<file path="config.mk">
export PLATFORM = sky130hd
export DESIGN_NAME = se_sram_srw_req_ctl
export DESIGN_NICKNAME = d
export VERILOG_FILES = /design/src/rtl/se_sram_srw_req_ctl.sv
export SDC_FILE = /design/constraint.sdc
export NUM_CORES = 1
export LEC_CHECK = 0
export BUFFER_PORTS_ARGS = -buffer_cell sky130_fd_sc_hd__buf_2
export CAP_MARGIN = 0
export CORE_MARGIN = 1
export CORE_UTILIZATION = 25
export CTS_CLUSTER_DIAMETER = 150
export DETAILED_ROUTE_END_ITERATION = 16
export MAX_ROUTING_LAYER = met4
export PLACE_DENSITY = 0.5
export SLEW_MARGIN = 20
export SYNTH_ARGS = -nofsm -noshare
export SYNTH_HDL_FRONTEND = slang
export SYNTH_SLANG_ARGS = --single-unit
</file>
<file path="constraint.sdc">
create_clock -name sram_clock -period 3.7 [get_ports sram_clock]
set_input_delay 0.185 -clock sram_clock [delete_from_list [all_inputs] [get_ports sram_clock]]
set_output_delay 0.185 -clock sram_clock [all_outputs]
set_load 0.02 [all_outputs]
</file>
<file path="src/rtl/se_sram_srw_req_ctl.sv">
// -----------------------------------------------------------------------------
// se_sram_srw_req_ctl
//
// Request front-end for a single-port se_sram_srw / se_sram_srw_we instance.
// Turns a valid/ready request stream into SRAM accesses (one per cycle) and
// captures the registered SRAM read data into a 2-entry response FIFO with
// valid/ready back-pressure. Reads have a fixed 2-cycle latency from accept
// to rsp_valid; writes produce no response.
//
// Optional feature macro: SE_SRAM_REQ_CTL_CLEAR_EN
//   When defined, reset starts a clear sweep that writes zero to every SRAM
//   address (one per cycle) before any request can be accepted.
//
// Ports:
//   sram_clock           clock shared with the SRAM
//   reset                synchronous, active-high reset
//   req_valid/req_ready  request handshake
//   req_read_not_write   1=read, 0=write
//   req_address          request address
//   req_write_data       write data
//   rsp_valid/rsp_ready  read response handshake
//   rsp_data             read response data (head of buffer)
//   busy                 clear in progress, read in flight, or buffer non-empty
//   sram_select          to SRAM select
//   sram_read_not_write  to SRAM read_not_write
//   sram_address         to SRAM address
//   sram_write_data      to SRAM write_data
//   sram_data_out        from SRAM data_out (valid the cycle after a read)
// -----------------------------------------------------------------------------
module se_sram_srw_req_ctl #(
    parameter int address_width = 14,
    parameter int data_width    = 32
) (
    input  logic                     sram_clock,
    input  logic                     reset,
    input  logic                     req_valid,
    output logic                     req_ready,
    input  logic                     req_read_not_write,
    input  logic [address_width-1:0] req_address,
    input  logic [data_width-1:0]    req_write_data,
    output logic                     rsp_valid,
    input  logic                     rsp_ready,
    output logic [data_width-1:0]    rsp_data,
    output logic                     busy,
    output logic                     sram_select,
    output logic                     sram_read_not_write,
    output logic [address_width-1:0] sram_address,
    output logic [data_width-1:0]    sram_write_data,
    input  logic [data_width-1:0]    sram_data_out
);

    // ------------------------------------------------------------------
    // Clear sweep (optional)
    // ------------------------------------------------------------------
    logic                     clearing;
    logic [address_width-1:0] clear_addr;

`ifdef SE_SRAM_REQ_CTL_CLEAR_EN
    logic                     clear_active_q, clear_active_d;
    logic [address_width-1:0] clear_addr_q, clear_addr_d;

    // NOTE: every always_comb output gets a default first so no path leaves
    // it unassigned, which would otherwise infer a latch.
    always_comb begin
        clear_active_d = clear_active_q;
        clear_addr_d   = clear_addr_q;
        if (clear_active_q) begin
            clear_addr_d = clear_addr_q + address_width'(1);
            // Leave after the cycle that writes the last address.
            if (&clear_addr_q) begin
                clear_active_d = 1'b0;
            end
        end
    end

    // NOTE: sequential state uses non-blocking assignments so every flop
    // samples its pre-edge inputs regardless of block ordering.
    always_ff @(posedge sram_clock) begin
        if (reset) begin
            clear_active_q <= 1'b1;
            clear_addr_q   <= '0;
        end else begin
            clear_active_q <= clear_active_d;
            clear_addr_q   <= clear_addr_d;
        end
    end

    assign clearing   = clear_active_q;
    assign clear_addr = clear_addr_q;
`else
    assign clearing   = 1'b0;
    assign clear_addr = '0;
`endif

    // ------------------------------------------------------------------
    // Request acceptance and SRAM drive
    // ------------------------------------------------------------------
    logic            inflight_q, inflight_d;
    logic [1:0]      count_q, count_d;
    logic            wr_ptr_q, wr_ptr_d;
    logic            rd_ptr_q, rd_ptr_d;
    logic [data_width-1:0] buf_q [2];
    logic [data_width-1:0] buf_d [2];

    logic       pop;
    logic       push;
    logic       accept;
    logic       space;
    logic [2:0] pending;

    assign rsp_valid = (count_q != 2'd0);
    assign rsp_data  = buf_q[rd_ptr_q];
    assign pop       = rsp_valid && rsp_ready;
    assign push      = inflight_q;

    // Entries already committed to the buffer (stored or in flight) after
    // this cycle's pop; a new read needs that to leave room for one more.
    assign pending = {1'b0, count_q} + {2'b00, inflight_q} - {2'b00, pop};
    assign space   = (pending < 3'd2);

    assign req_ready = !clearing && (!req_read_not_write || space);
    assign accept    = req_valid && req_ready && !clearing;

    assign sram_select         = accept || clearing;
    assign sram_read_not_write = clearing ? 1'b0 : req_read_not_write;
    assign sram_address        = clearing ? clear_addr : req_address;
    assign sram_write_data     = clearing ? '0 : req_write_data;

    assign busy = clearing || inflight_q || (count_q != 2'd0);

    // ------------------------------------------------------------------
    // Response buffer: 2-entry FIFO fed by the SRAM's registered data_out
    // ------------------------------------------------------------------
    always_comb begin
        inflight_d = accept && req_read_not_write;
        count_d    = count_q + 2'(push) - 2'(pop);
        wr_ptr_d   = wr_ptr_q ^ push;
        rd_ptr_d   = rd_ptr_q ^ pop;
        buf_d      = buf_q;
        if (push) begin
            buf_d[wr_ptr_q] = sram_data_out;
        end
    end

    always_ff @(posedge sram_clock) begin
        if (reset) begin
            inflight_q <= 1'b0;
            count_q    <= 2'd0;
            wr_ptr_q   <= 1'b0;
            rd_ptr_q   <= 1'b0;
            // NOTE: the buffer storage is reset too, so rsp_data reads as
            // zero after reset instead of leftover data from before it.
            buf_q[0]   <= '0;
            buf_q[1]   <= '0;
        end else begin
            inflight_q <= inflight_d;
            count_q    <= count_d;
            wr_ptr_q   <= wr_ptr_d;
            rd_ptr_q   <= rd_ptr_d;
            buf_q      <= buf_d;
        end
    end

endmodule

</file>
# --- Yosys cells after proc, flatten, opt, wreduce, memory -nomap -nowiden ---
# Index checks and enable logic that the tools add are counted.
totals:
  latchBits: 0
  ram_bits: 0
  out_inout_bits: 83
  romBits: 0
  input_bits: 83
  reg_bits: 69
  mem_count: 0
  wordCells: 32
classes:
  shift: 0
  n_div: 0
  mul: 0
  n_addsub: 4
  n_reduce_logical: 8
  muxes: 6
  magnitude_cmp: 4
  n_bitwise: 4
  eq_ne: 0
ops:
  columns: ["operator", "n"]
  rows:
  - ["$mux W32", 4]
  - ["$bwmux W64", 1]
  - ["$demux W32 S1", 1]
  - ["$ge A2 B2 Y1 const B", 2]
  - ["$logic_and A1 B1 Y1", 4]
  - ["$not A1 Y2", 2]
  - ["$add A2 B1 Y3", 1]
  - ["$lt A3 B2 Y1 const B", 1]
  - ["$sub A3 B1 Y3", 1]
  - ["$add A2 B1 Y2", 1]
  - ["$logic_or A1 B1 Y1", 2]
  - ["$lt A2 B1 Y1 const B", 1]
  - ["$reduce_bool A2 Y1", 1]
  - ["$sub A2 B1 Y2", 1]
  - ["$xor A1 B1 Y1", 2]
  - ["$logic_not A1 Y1", 1]

# --- Longest topological paths before layout ---
depth:
  depth_word: 7
  mapped_depth: 8
  mapped_depth_nobuf: 8

# --- Least setup slack after synthesis ---
# No wires, ideal clock.
synth_path:
  path_kind: "reg2out"
  startpoint: "register count_q[1]"
  endpoint: "output req_ready"
  n_path_buf: 0
  t_required_ps: 3515
  arrival_ps: 2071
  setup_slack_ps: 1444
  stages_incl_launch_ff: 9
  cell_sequence: "dfxtp_1 o21a_1 ha_1 inv_1 ha_1 inv_1 fa_1 inv_1 o21ai_0"
synth_between:
  elab_chain_cells: 5
  elab_cells_between_ends: 6
  cone_classes: "2 x add/sub; 1 x order compare; 3 x reduce/logical"
synth_lines:
  columns: ["element", "line_no", "rtl"]
  rows:
  - ["from (decl)", "99", "logic [1:0] count_q, count_d;"]
  - ["from (signal assigned)", "157", "count_q <= count_d;"]
  - ["parallel branches: the longest is 2 deep, another holds $add A2 B1 Y3", null, null]
  - ["$sub A3 B1 Y3 (*)", "118", "assign pending = {1'b0, count_q} + {2'b00, inflight_q} - {2'b00, pop};"]
  - ["$lt A3 B2 Y1 (*)", "119", "assign space = (pending < 3'd2);"]
  - ["$logic_or A1 B1 Y1 (*)", "121", "assign req_ready = !clearing && (!req_read_not_write || space);"]
  - ["to (decl)", "37", "output logic req_ready,"]
# Mark *: on every way between the ends.

# --- Worst setup path in the final report ---
# Ends and elaborated chain as after synthesis.

==> flow_metrics.env <==
export IMPL_status="finished, final reports clean"
export IMPL_max_slew_margin_pct=34.1
export IMPL_cts_buffers=9
export IMPL_drtAntennaViolNets=0
export IMPL_n_antenna_cell=0
export IMPL_cap_violations=0
export IMPL_area_delta_synth_final_pct=10.9
export IMPL_grt_pass1_wl_um=10700
export IMPL_cp_slowest_cell="fa_1"
export IMPL_wire_per_inst_um=12.9
export IMPL_hold_viol=0
export IMPL_postCtsSetupRepairBufs=0
export IMPL_worst_setup_hold_path_clk_slew_ps=50
export IMPL_num_rows=42
export IMPL_clock_root_buffer="clkbuf_16"
export IMPL_final_min_clock_period_ps=2580
export IMPL_start_kind="flop"
export IMPL_die_area_um2=14300
export IMPL_crit_family="adder cells"
export IMPL_r2r_slack_ps=1690
export IMPL_mostFrequentLayoutCell="buf_2"
export IMPL_vias_per_cell=4.14
export IMPL_reg2reg_to="inflight_q"
export IMPL_synth_top_area_share_pct=40.0
export IMPL_vias=2159
export IMPL_grt_use_total_pct=10.3
export IMPL_rsz0062_at_grt="no"
export IMPL_rr_startpoint="count_q[1]"
export IMPL_firstDrtPassIters=4
export IMPL_critPathCaptureType="primary output"
export IMPL_drc=0
export IMPL_cp_startpoint="count_q[1]"
export IMPL_io_buffers=73
export IMPL_mostFrequentLayoutCells="73 x buf_2, 68 x dfxtp_1, 67 x nor2_1"
export IMPL_clk_path_buf_depth=2
export IMPL_die_h_um=120
export IMPL_setup_viol=0
export IMPL_critPathMaxStageDelay_ps=520
export IMPL_gp_congestion=0.659
export IMPL_synth_cell_types=22
export IMPL_io_pin_count=166
export IMPL_num_nets_final=431
export IMPL_die_width_um=120
export IMPL_critPathArrivalTime_ps=2390
export IMPL_yosysSeqAreaShare_pct=40.0
export IMPL_syn_area_um2=3450
export IMPL_fp_coreArea_um2=13300
export IMPL_path_max_fanout=5
export IMPL_grt_start_max_net_pins=43
export IMPL_post_route_period_util_pct=69.6
export IMPL_cpMostUsedCell="inv_1"
export IMPL_drtIter0Drc=58
export IMPL_cp_required_ps=3510
export IMPL_antenna_found_initial=0
export IMPL_maxSlewViolCount=0
export IMPL_start_util_pct=25.9
export IMPL_min_delay_path_class="in -> reg"
export IMPL_busiest_layer="met2"
export IMPL_tns_ps=0
export IMPL_grt_overflow_total=0
export IMPL_routed_wl_um=6730
export IMPL_synthesis_area_per_instance_um2=10.7
export IMPL_leakage_nw=1.58
export IMPL_p_per_area_nw_per_um2=621
export IMPL_synthTopCellsByArea="dfxtp_1 40%, mux2i_1 19%, mux2_4 13%, buf_4 11%, nor2_1 7.3%"
export IMPL_fin_skew_ps=3.69
export IMPL_fmax_mhz=388
export IMPL_path_cells="o21a_1 -> ha_1 -> inv_1 -> ha_1 -> inv_1 -> fa_1 -> inv_1 -> o21ai_0 -> buf_2"
export IMPL_p_total_mw=2.38
export IMPL_cts_htree_levels=3
export IMPL_worst_pin_slew_ps=989
export IMPL_grt_met2_usage_pct=16.3
export IMPL_path_buf_inv=4
export IMPL_cts_resized=0
export IMPL_holdBufCountCts=0
export IMPL_criticalPathCategory="reg -> out"
export IMPL_ys_warn_count=0
export IMPL_cts_sinks=69
export IMPL_use_met1_pct=10.8
export IMPL_min_from="sram_data_out[4]"
export IMPL_hold_path_depth=3
export IMPL_reg2reg_depth=8
export IMPL_first_global_vias=2223
export IMPL_holdPathEnd="buf_q[4]"
export IMPL_synth_top_cell_by_area="dfxtp_1"
export IMPL_cts_tree="done"
export IMPL_vdd_ir_drop_max_uv=425
export IMPL_dp_hpwl_um=4480
export IMPL_clk_latency_ps=330
export IMPL_synth_nets=410
export IMPL_met3_usage_pct=4.94
export IMPL_syn_inst=322
export IMPL_synth_seq_cells=69
export IMPL_drive_gt1_share_pct=37.3
## worst max-delay path by stage
stage / to / slack, ps / depth (start not counted)
final: req_ready / 1120 / 9
after global routing: req_ready / 900 / 9
after CTS: req_ready / 1080 / 9
after detailed placement: req_ready / 1460 / 9
after global placement: req_ready / 1550 / 9
after floorplan: req_ready / 1440 / 8
## layer usage
metal | wire length, um | vias to the layer above
met5 | 0 | -
met1 | 2900 | 1008
li1 | - | 1054
met2 | 3220 | 81
met4 | 82 | 0
met3 | 522 | 16
## state kept, by name, summed over array words and instances, names as in the netlist
name,flops
count_q,2
inflight_q,1
rd_ptr_q,1
wr_ptr_q,1
buf_q,64
## report_power, final
| part | internal (mW) | switching (mW) |
|---|---|---|
| clock network | 0.517 | 0.290 |
| registers | 0.818 | 0.0994 |
| logic | 0.319 | 0.337 |
## cell type report
class                           count  area (um^2)
Inverter                            6         22.5
Timing Repair Buffer               77          395
Clock buffer                       13          280
Clock inverter                      1         5.00
Tap cell                          176          220
Sequential cell                    69         1380
Fill cell                        1418         9520
Multi-Input combinational cell    180         1520
## kinds of logic (layout without fill, tap and decap cells)
kind of cell               after synthesis  after routing  synth area share [%]
muxes                                   97             97                  32.6
adders and majority gates                5              5                  2.03
DFF                                     69             69                  40.0
and+or+nand+nor                         74             74                  8.58
buffers and inverters                   73             97                  16.0
AOI/OAI and AO/OA                        3              3                 0.543
xor gates and xnor gates                 1              1                 0.254
## through the flow
stage	instances	utilization, %	setup WS [ps]	hold WS, ps	area (um^2)
6_report	522	28.7	1120	106	3830
5_1_grt	522	28.7	901	102	3830
4_1_cts	522	28.7	1080	87.5	3830
3_5_place_dp	508	26.6	1460	370	3540
3_3_place_gp	508	26.6	1550	370	3540
2_1_floorplan	322	-	1440	319	3450
## worst min-delay path, stage by stage
cell	delay (ps)
buf_2	90
mux2i_1	60
nor2_1	70
## cell usage after synthesis (all sizes together)
master and number:
xor2 1, nor4 1, dfxtp 69, o21ai 1
inv 6, nand2 2, buf 64, mux2i 64
ha 4, nor2b 2, or2 1, fa 1
mux2 33, o21a 1, or3 1, o22ai 1
nor2 67, clkbuf 3
Note: power is estimated with default switching activity, not from simulation.
